## src/rtl/dac_sample_scheduler.sv

```systemverilog
// rtl/dac_sample_scheduler.sv - sample-rate sequencer driving the 8-bit R2R DAC code
// Ticks every div_reg+1 cycles and updates r2r_out from hold, FIFO, ramp or triangle source.
module dac_sample_scheduler #(
  parameter int DEPTH = 16,
  parameter int DIV_W = 8
) (
  input  logic       clk,
  input  logic       n_rst,
  input  logic       enable,
  input  logic [1:0] mode,
  input  logic [7:0] data,
  input  logic       wr_en,
  input  logic       load_divider,
  input  logic       clr_flags,
  output logic [7:0] r2r_out,
  output logic       sample_tick,
  output logic       fifo_full,
  output logic       fifo_empty,
  output logic       underrun,
  output logic       overflow
);

  localparam int AW = $clog2(DEPTH);
  localparam int CW = AW + 1;

  localparam logic [1:0] MODE_HOLD = 2'd0;
  localparam logic [1:0] MODE_FIFO = 2'd1;
  localparam logic [1:0] MODE_RAMP = 2'd2;
  localparam logic [1:0] MODE_TRI  = 2'd3;

  logic [DIV_W-1:0] r_div;
  logic [DIV_W-1:0] r_cnt;
  logic [7:0]       r_mem [DEPTH];
  logic [AW-1:0]    r_wptr;
  logic [AW-1:0]    r_rptr;
  logic [CW-1:0]    r_count;
  logic             r_dir_down;

  logic             w_fire;
  logic             w_fifo_mode;
  logic             w_empty_now;
  logic             w_full_now;
  logic             w_pop;
  logic             w_wr_req;
  logic             w_push;
  logic             w_ovf_set;
  logic             w_unr_set;
  logic [CW-1:0]    w_count_nxt;
  logic [7:0]       w_r2r_nxt;
  logic             w_dir_nxt;

  // A divider load suppresses the fire so the new period starts cleanly from the load.
  assign w_fire      = enable && (r_cnt == '0) && !load_divider;
  assign w_fifo_mode = (mode == MODE_FIFO);
  assign w_empty_now = (r_count == '0);
  assign w_full_now  = (r_count == CW'(DEPTH));
  assign w_pop       = w_fire && w_fifo_mode && !w_empty_now;
  assign w_wr_req    = wr_en && !load_divider;
  assign w_push      = w_wr_req && (!w_full_now || w_pop);
  assign w_ovf_set   = w_wr_req && w_full_now && !w_pop;
  assign w_unr_set   = w_fire && w_fifo_mode && w_empty_now;

  always_comb begin
    w_count_nxt = r_count;
    if (w_push && !w_pop) begin
      w_count_nxt = r_count + CW'(1);
    end else if (w_pop && !w_push) begin
      w_count_nxt = r_count - CW'(1);
    end
  end

  always_comb begin
    w_r2r_nxt = r2r_out;
    w_dir_nxt = r_dir_down;
    case (mode)
      MODE_HOLD: w_r2r_nxt = r2r_out;
      MODE_FIFO: begin
        if (!w_empty_now) begin
          w_r2r_nxt = r_mem[r_rptr];
        end
      end
      MODE_RAMP: w_r2r_nxt = r2r_out + 8'd1;
      MODE_TRI: begin
        // Entering at an extreme with the wrong direction bounces instead of wrapping.
        if (!r_dir_down) begin
          if (r2r_out == 8'hFF) begin
            w_r2r_nxt = 8'hFE;
            w_dir_nxt = 1'b1;
          end else begin
            w_r2r_nxt = r2r_out + 8'd1;
            if (r2r_out == 8'hFE) begin
              w_dir_nxt = 1'b1;
            end
          end
        end else begin
          if (r2r_out == 8'h00) begin
            w_r2r_nxt = 8'h01;
            w_dir_nxt = 1'b0;
          end else begin
            w_r2r_nxt = r2r_out - 8'd1;
            if (r2r_out == 8'h01) begin
              w_dir_nxt = 1'b0;
            end
          end
        end
      end
      default: w_r2r_nxt = r2r_out;
    endcase
  end

  always_ff @(posedge clk) begin
    if (w_push) begin
      r_mem[r_wptr] <= data;
    end
  end

  always_ff @(posedge clk or negedge n_rst) begin
    if (!n_rst) begin
      r_div       <= '0;
      r_cnt       <= '0;
      r_wptr      <= '0;
      r_rptr      <= '0;
      r_count     <= '0;
      r_dir_down  <= 1'b0;
      r2r_out     <= 8'h00;
      sample_tick <= 1'b0;
      fifo_full   <= 1'b0;
      fifo_empty  <= 1'b1;
      underrun    <= 1'b0;
      overflow    <= 1'b0;
    end else begin
      if (load_divider) begin
        r_div <= data[DIV_W-1:0];
        r_cnt <= data[DIV_W-1:0];
      end else if (!enable || w_fire) begin
        r_cnt <= r_div;
      end else begin
        r_cnt <= r_cnt - DIV_W'(1);
      end

      if (w_push) begin
        r_wptr <= r_wptr + AW'(1);
      end
      if (w_pop) begin
        r_rptr <= r_rptr + AW'(1);
      end
      r_count    <= w_count_nxt;
      fifo_full  <= (w_count_nxt == CW'(DEPTH));
      fifo_empty <= (w_count_nxt == '0);

      sample_tick <= w_fire;
      if (w_fire) begin
        r2r_out    <= w_r2r_nxt;
        r_dir_down <= w_dir_nxt;
      end

      // A set event in the same cycle as clr_flags keeps the flag high.
      underrun <= w_unr_set || (underrun && !clr_flags);
      overflow <= w_ovf_set || (overflow && !clr_flags);
    end
  end

endmodule

```

## config.mk

```make
export PLATFORM = sky130hd
export DESIGN_NAME = dac_sample_scheduler
export DESIGN_NICKNAME = d
export VERILOG_FILES = /design/src/rtl/dac_sample_scheduler.sv
export SDC_FILE = /design/constraint.sdc
export NUM_CORES = 1
export LEC_CHECK = 0
export CAP_MARGIN = 20
export CORE_MARGIN = 2
export CORE_UTILIZATION = 63
export CTS_CLUSTER_SIZE = 8
export DETAILED_ROUTE_END_ITERATION = 16
export DONT_BUFFER_PORTS = 1
export GPL_TIMING_DRIVEN = 1
export PLACE_DENSITY = 0.79
export SETUP_SLACK_MARGIN = 0.4
export SLEW_MARGIN = 20
export SYNTH_ARGS = -nofsm -noshare
export SYNTH_HDL_FRONTEND = slang
export SYNTH_SLANG_ARGS = --single-unit
export TNS_END_PERCENT = 20
```

## constraint.sdc

```tcl
create_clock -name clk -period 4.3 [get_ports clk]
set_input_delay 0.215 -clock clk [delete_from_list [all_inputs] [get_ports clk]]
set_output_delay 0.215 -clock clk [all_outputs]
set_load 0.03 [all_outputs]
```

After elaboration in Yosys (flattened, before gate mapping)
Memories as Yosys holds them, arrays and structs flattened.
Cells that the tools add are included.

operators by class
  multiplexer cells = 16
  reduce and logical (&&, ||, !) cells = 31
  bitwise operators = 1
  equality and inequality tests = 9
  $add $sub $neg = 7

operators with widths
  operator               number
  $mux W8                6
  $pmux W8 S3            1
  $eq A8 B8 Y1 const B   2
  $logic_not A8 Y1       2
  $sub A8 B1 Y8 const B  2
  $logic_and A1 B1 Y1    13
  $eq A5 B5 Y1 const B   2
  $logic_not A5 Y1       2
  $mux W5                2
  $add A4 B1 Y4 const B  2
  $add A8 B1 Y8 const B  1
  $eq A8 B1 Y1 const B   1
  $logic_not A1 Y1       7
  $mux W1                7
  $add A5 B1 Y5 const B  1
  $sub A5 B1 Y5 const B  1
  $eq A2 B2 Y1 const B   2
  $logic_or A1 B1 Y1     4
  $reduce_and A3 Y1      1
  $eq A2 B1 Y1 const B   1
  $logic_not A2 Y1       1
  $ne A2 B2 Y1 const B   1
  $reduce_and A2 Y1      1
  $not A1 Y1             1

storage, ports and cells
  bits in writable memories = 128
  bits in registers = 43
  output and inout port bits = 13
  input bits = 16
  memories = 1
  logic and storage cells = 77

memory list
  memory  depth  width  read ports  clocked after Yosys merged registers in  wr ports  RTL line  source
  r_mem   16     8      1           0                                        1         33        logic [7:0] r_mem [DEPTH];

Longest topological paths before layout
Gate-level depths: netlist of the first run.

  word-level depth = 12
  depth in mapped cells = 9
  gate-level depth less buffers = 8

Worst setup path before layout of the first run
OpenSTA, ideal clock, no wires.

  path kind = reg-to-reg
  from = register r_cnt[5]
  to = memory r_mem[3][0] (enable)
  setup time = 0.383 ns
  data required time = 3.917 ns
  path buffers = 2
  slack = 1.254 ns
  cell stages (with the launch flop) = 8
  period minus slack after synthesis = 3.046 ns
  arrival time = 2.662 ns
  cell sequence = dfrtp_1 or4_4 buf_6 or4_1 buf_6 a21oi_4 nand2_1 nor3_1

between the ends
  longest elaborated chain between the ends = 9

RTL lines
  what                              RTL line  source
  start: declaration                32        logic [DIV_W-1:0] r_cnt;
  start signal: assignment          134       r_cnt <= data[DIV_W-1:0];
  start signal: assignment          136       r_cnt <= r_div;
  start signal: assignment          138       r_cnt <= r_cnt - DIV_W'(1);
  $logic_not A8 Y1                  53        assign w_fire = enable && (r_cnt == '0) && !load_divider;
  $logic_and A1 B1 Y1 (2 in a row)  53
  $logic_and A1 B1 Y1 (2 in a row)  57        assign w_pop = w_fire && w_fifo_mode && !w_empty_now;
  $logic_or A1 B1 Y1                59        assign w_push = w_wr_req && (!w_full_now || w_pop);
  $logic_and A1 B1 Y1               59
  $mux W1                           112       if (w_push) begin
  $mux W1 (not written as such)     113       r_mem[r_wptr] <= data;
  end: declaration                  33

Every way passes these cells.

Worst setup path after layout of the first run
  from = register r_cnt[4]
  to = memory r_mem[7][5] (enable)

Same word-level chain as after synthesis.

==> results of run 1 <==
[critical path: stages, from the launching register on]
cell	delay (ns)
dfrtp_1	0.41
or4_4	0.59
or4_1	0.72
a21oi_4	0.33
nand2_1	0.24
nor2_1	0.57
[Yosys cell counts (all sizes together) (2+ instances only)]
library cell | n | share of area (%)
xnor2 | 13 | 1.5
a21oi | 22 | 1.6
or4 | 2 | 0.24
a31oi | 5 | 0.41
edfxtp | 128 | 50
xor2 | 7 | 0.90
mux4 | 35 | 10
or4b | 2 | 0.26
nor3b | 6 | 0.65
nor2b | 6 | 0.49
nand3 | 14 | 0.91
nor4 | 5 | 0.69
nor2 | 37 | 1.8
a41oi | 3 | 0.34
buf | 12 | 0.86
o21ai | 29 | 1.9
mux2i | 7 | 1.1
or3 | 2 | 0.16
nor4b | 5 | 0.57
inv | 20 | 0.98
nand3b | 2 | 0.20
a21boi | 2 | 0.20
nand2 | 34 | 1.7
dfrtp | 42 | 14
ha | 14 | 2.3
a211o | 3 | 0.34
nor3 | 15 | 0.98
and3 | 4 | 0.33
clkbuf | 19 | 0.93
nand2b | 10 | 0.82
nand4 | 3 | 0.24
a211oi | 3 | 0.29
mux2 | 3 | 0.44
[flip-flops by register name (all words and copies together), names as in the netlist]
name,cells
r_cnt,8
r_dir_down,1
r_count,5
r2r_out,8
sample_tick,1
underrun,1
r_mem,128
overflow,1
r_div,8
r_rptr,4
r_wptr,4
fifo_empty,1
fifo_full,1
[kinds of logic after synthesis]
kind of cell             Yosys count  share of synthesized area, %
XOR/XNOR                          20                         2.383
flip-flops                       171                         64.19
multiplexers                      45                         11.80
AND/OR/NAND/NOR                  150                         10.43
adder cells (fa/ha/maj)           14                         2.285
buffers and inverters             51                         2.775
AO/OA/AOI/OAI                     77                         6.137
[how the worst min path moves through the flow]
| stage | slack, ns | startpoint | to | depth (start not counted) |
|---|---|---|---|---|
| detailed placement | -0.08 | n_rst | r2r_out[3] | 0 |
| CTS | 0.01 | mode[1] | r2r_out[5] | 2 |
| floorplan | -0.08 | n_rst | fifo_full | 0 |
| global placement | -0.08 | n_rst | r2r_out[3] | 0 |
| global route | 0.03 | mode[1] | r2r_out[7] | 3 |
| finish | 0.04 | mode[1] | r2r_out[5] | 2 |
[metrics by stage]
step                      std cells  util [%]  hold slack, ns  instance area [sq um]  power [uW]
final                           699     71.12         0.03622                   8507        4170
after global routing            699     71.12         0.02897                   8507        4338
after global placement          653     65.05        -0.07952                   7781        2656
after detailed placement        653     65.05        -0.07971                   7781        2686
after floorplan                 528         -        -0.08059                   7666        2554
after CTS                       699     71.12         0.01005                   8507        4188
[layer usage]
metal	share of wire, %	vias up	global-route usage, %
met1	39	2218	37.15
met3	7.3	34	6.829
li1	-	2025	-
met5	0	-	0
met2	51	224	44.09
met4	2.7	0	10.41
[area by class of cell]
class                      instances  area, sq um
timing repair buffer              23        225.2
inverter                          20        75.07
fill                             722         3455
sequential                       171         4922
clock buffer                      18        429.2
tap                              147        183.9
clock inverter                    14        138.9
multi-input combinational        306         2532
[repair_timing]
action	in CTS	in global routing
setup endpoints to repair	0	0
hold buffers	14	0
endpoints found under the hold margin	192	0
buffers inserted	0	0
resized for setup	0	0
[power breakdown]
| group | internal [uW] | switching (uW) | total (uW) |
|---|---|---|---|
| combinational | 255 | 323 | 579 |
| clock | 807 | 653 | 1460 |
| sequential | 1920 | 209 | 2130 |
==> out/results.tsv, run 1 <==
metric	value	unit
setup_viol	0	
viasPerCell	6.439	
fin_ws	1.067	ns
grt_overflow	0	
grt_max_degree	44	
reg2reg_from	r_cnt[4]	
cp_max_fo	8	
critPathCapture	r_mem[7][5]	
worstPathArrival	3.31	ns
first_pass_iters	5	
timing.rr.end	r_mem[7][5]	
synthesis.area	7666	sq um
r2r_slack	1.07	ns
final_nets	569	
htreeDepth	4	
status	finished clean	
grt_pass1_vias	4472	
critPathKind	flop to flop	
maxSlewHeadroom	30.37	%
drt_iter0_drc	539	
drv_cap	0	
wirelength	16.19	mm
ys_seq_area_share	64.19	%
ys_ff_latch	171	
rsz0062_at_grt	false	
syn_to_final_growth	10.97	%
startpoint_type	flop	
slew_violations	0	
die_area	13070	sq um
clk_path_buf_depth	2	
clk_latency	0.44	ns
finClkSkew	0.01354	ns
required	4.37	ns
cts_tree	built	
synth.lib_cells_used.distinct	58	
coreArea	11960	sq um
wire_per_inst	23.16	microns
place_hpwl	10.38	mm
yosys_most_used_dff	edfxtp_1	
fmax	309.3	MHz
synth_edf_count	128	
antenna_cells	0	
numPortBuffers	0	
synth.net_count	558	
ys_warn_count	0	
via_count	4501	
cts_sinks	171	
period_minus_slack	3.233	ns
fp.dieW	114.3	microns
grt_pass1_wl	25.61	mm
ant_nets	0	
holdCritPathClass	input port to flop	
worstMarginPinSlew	1.044	ns
drc	0	
syn_inst	528	
period_share	75.18	%
async_flop_share	25.15	%
placementRows	40	
hold_viol_final	0	
gp_congestion	0.9110	
leakage	0.002929	uW
crit_path_end_kind	flop	
layout_common_cells	edfxtp_1, dfrtp_1, nor2_1	
drive_above_1_share	16.49	%
antenna_found_initial	0	
die_h	114.3	microns
boundaryPins	29	
start_util	64.09	%
reg2regPathDepth	5	
cts_root_buffer	clkbuf_16	
cts_inserted_buffers	17	
fin_tns_setup	0	ns
power.density	490.2	nW/um^2
path_clk_slew	0.06	ns
grtUsageTotal	27.52	%
vdd_drop_max	0.0004530	V
final_common_cell	edfxtp_1	
avgSynthCellArea	14.52	sq um
startpoint	r_cnt[4]	
dp_slack	1.076	ns
Power figures use the tool's default switching activity.
==> run 2: changes to the inputs <==
--- a/config.mk
+++ b/config.mk
@@ -5,6 +5,7 @@
 export SDC_FILE = /design/constraint.sdc
 export NUM_CORES = 1
 export LEC_CHECK = 0
+export ABC_AREA = 1
 export CAP_MARGIN = 20
 export CORE_MARGIN = 2
 export CORE_UTILIZATION = 63
==> constraint.sdc (replaced) <==
create_clock -name clk -period 3.1 [get_ports clk]
set_input_delay 0.155 -clock clk [delete_from_list [all_inputs] [get_ports clk]]
set_output_delay 0.155 -clock clk [all_outputs]
set_load 0.03 [all_outputs]
==> run 2 against run 1 <==
  * Area after synthesis rose by 1.9%
  * Clock-buffer cell count rose by 2
  * First-iteration DRC count is 2.0% lower
  * Synthesized cell count rose by 42%
  * Utilization is 1.3 points higher
  * Non-clock buffer count down 6
==> out/results.tsv, run 2 <==
metric	value	unit	change
wirelength	18.25	mm	+13%
post_cts_buffers	0		unchanged
antenna_found_initial	1		+1
final_common_cell	nand2_1		
htreeDepth	4		unchanged
netSwitchingFraction	27.45	%	-0.96 points
largest_reg_flops	128		unchanged
final_nets	789		+39%
slew_violations	0		unchanged
p_sw	1648	uW	+39%
grtUsageTotal	29.39	%	+1.9 points
status	finished clean		
synth.net_count	781		+40%
place_hpwl	11.35	mm	+9.3%
synth_edf_count	128		unchanged
drv_cap	0		unchanged
required	3.16	ns	-1.21 ns
leakage	0.003417	uW	+17%
wire_per_inst	19.39	microns	-16%
syn_inst	751		+42%
drc	0		unchanged
yosysTopAreaCellShare	49.19	%	-0.95 points
fp.dieW	115.4	microns	+0.92%
cts_root_buffer	clkbuf_16		
clk_latency	0.43	ns	about the same
grt_max_degree	49		+11%
synth_top_area_cell	edfxtp_1		
synthesis.area	7814	sq um	+1.9%
period_minus_slack	2.600	ns	
startpoint_type	input port		
vdd_drop_max	0.0005132	V	+13%
clk_path_buf_depth	2		unchanged
viasPerCell	5.920		-8.1%
worstPathArrival	2.66	ns	-0.65 ns
dp.cells	894		+37%
fin_tns_setup	0	ns	unchanged
ys_ff_latch	171		unchanged
crit_path_end_kind	flop		
maxSlewHeadroom	39.13	%	+8.8 points
drive_above_1_share	8.031	%	-8.5 points
cp_max_fo	14		+6
boundaryPins	29		unchanged
avgSynthCellArea	10.40	sq um	-28%
first_pass_iters	7		+2
cts_sinks	171		unchanged
power.density	687.3	nW/um^2	+40%
regMostFlops	r_mem		
drt_iter0_drc	528		-2.0%
synth.lib_cells_used.distinct	37		-36%
numPortBuffers	0		unchanged
yosys_most_used_dff	edfxtp_1		
die_h	115.4	microns	+0.92%
syn_to_final_growth	11.75	%	
internal_power	4354	uW	+46%
path_clk_slew	0.06	ns	about the same
grt_overflow	0		unchanged
clkPwrFrac	38.0	%	+3.0 points
hold_viol_final	0		unchanged
comb_power_share	14.5	%	+0.6 points
coreArea	12060	sq um	+0.84%
placementRows	40		unchanged
ys_seq_area_share	62.98	%	-1.2 points
cts_tree	built		
die_area	13310	sq um	+1.9%
finClkSkew	0.006757	ns	-0.006787 ns
gp_congestion	0.8847		-2.9%
grt_pass1_vias	5417		+21%
fmax	384.7	MHz	
grt_pass1_wl	28.70	mm	+12%
layout_common_cells	nand2_1, edfxtp_1, nand3_1		
finalNonFillerCells	941		+35%
synth_most_common_cell	nand2_1		
critPathKind	input port to flop		
synth_commonest_cells	nand2_1, edfxtp_1, nand3_1		
period_share	83.86	%	
worstMarginPinSlew	0.9100	ns	-0.1344 ns
async_flop_share	25.15	%	unchanged
via_count	5571		+24%
p_seq_share	47.5	%	-3.6 points
synth_area_leaders	edfxtp_1, dfrtp_1, nand2_1		
setup_viol	0		unchanged
nFillCells	823		+14%
cts_inserted_buffers	17		unchanged
ys_warn_count	0		unchanged
holdCritPathClass	input port to flop		
ant_nets	0		unchanged
start_util	64.78	%	+0.69 points
rsz0062_at_grt	true		
run 2: worst max-delay path, stage by stage:
cell and delay [ns]:
dlygate4sd3_1 0.70, inv_2 0.28, nand2_1 0.24, inv_2 0.18
nand2_1 0.12, inv_1 0.17, nand2_1 0.21, nor2_1 0.60
run 2: path summary, 6_finish.rpt:
path                               from           end  slack, ns  cells after the start
setup / recovery           load_divider  r_mem[14][6]       0.50                      8
hold / removal                  mode[1]     r_rptr[0]       0.04                      3
setup reg to reg               r_cnt[0]  r_mem[14][6]       0.50                     10
hold reg to reg                r_div[1]      r_div[1]       0.46                      2
max in group asynchronous         n_rst    fifo_empty       2.57                      2
min in group asynchronous         n_rst     r_wptr[0]       0.25                      2
run 2: layer usage:
layer  GRT usage (%)  part of all wire (%)  up-vias
met5               0                     0        -
met4           13.17                   3.1        0
met3           7.011                   8.3       44
met2           46.28                    48      273
met1           39.27                    40     2658
li1                -                     -     2596
run 2: what timing repair did:
action / in CTS / in global routing
hold endpoints to repair: 192 / 0
endpoints found under the setup margin: 0 / 61
hold buffers: 14 / 0
gates resized for setup: 0 / 2
run 2: area by class of cell:
type                       count  area [sq um]  area share (%)
timing repair buffer          17         180.2           2.063
tap                          168         210.2           2.407
inverter                      72         270.3           3.095
sequential                   171          4922           56.37
antenna                        1         2.502         0.02866
clock buffer                  20         436.7           5.001
multi-input combinational    480          2515           28.80
clock inverter                12         195.2           2.235
run 2: cell families (layout without fill, tap and decap cells):
kind of cell	count (synthesis)	after routing	share of synthesized area, %
simple gates	319	319	18.61
flops	171	171	62.98
compound gates	128	128	9.143
buf+inv	100	121	4.900
xor+xnor	19	19	2.130
fa+ha+maj	14	14	2.242
other cells	0	1	0
run 2: through the flow:
step           utilization, %  area, sq um  setup slack [ns]  hold slack [ns]  power [uW]
5_1_grt                 72.38         8730            0.3443          0.05278        6231
3_3_place_gp            65.79         7935            0.6563          -0.1384        3640
2_1_floorplan               -         7814            0.9422          -0.1406        3479
3_5_place_dp            65.79         7935            0.5470          -0.1382        3669
4_1_cts                 72.33         8725            0.5085          0.02276        5993
6_report                72.40         8732            0.5005          0.03592        6002
run 2: power by group through the flow:
stage | registers [uW] | logic, uW | clock network (uW)
finish | 2850 | 871 | 2280
global route | 2870 | 975 | 2380
floorplan | 2840 | 640 | 0
CTS | 2850 | 858 | 2290
global placement | 2890 | 754 | 0
detailed placement | 2890 | 780 | 0
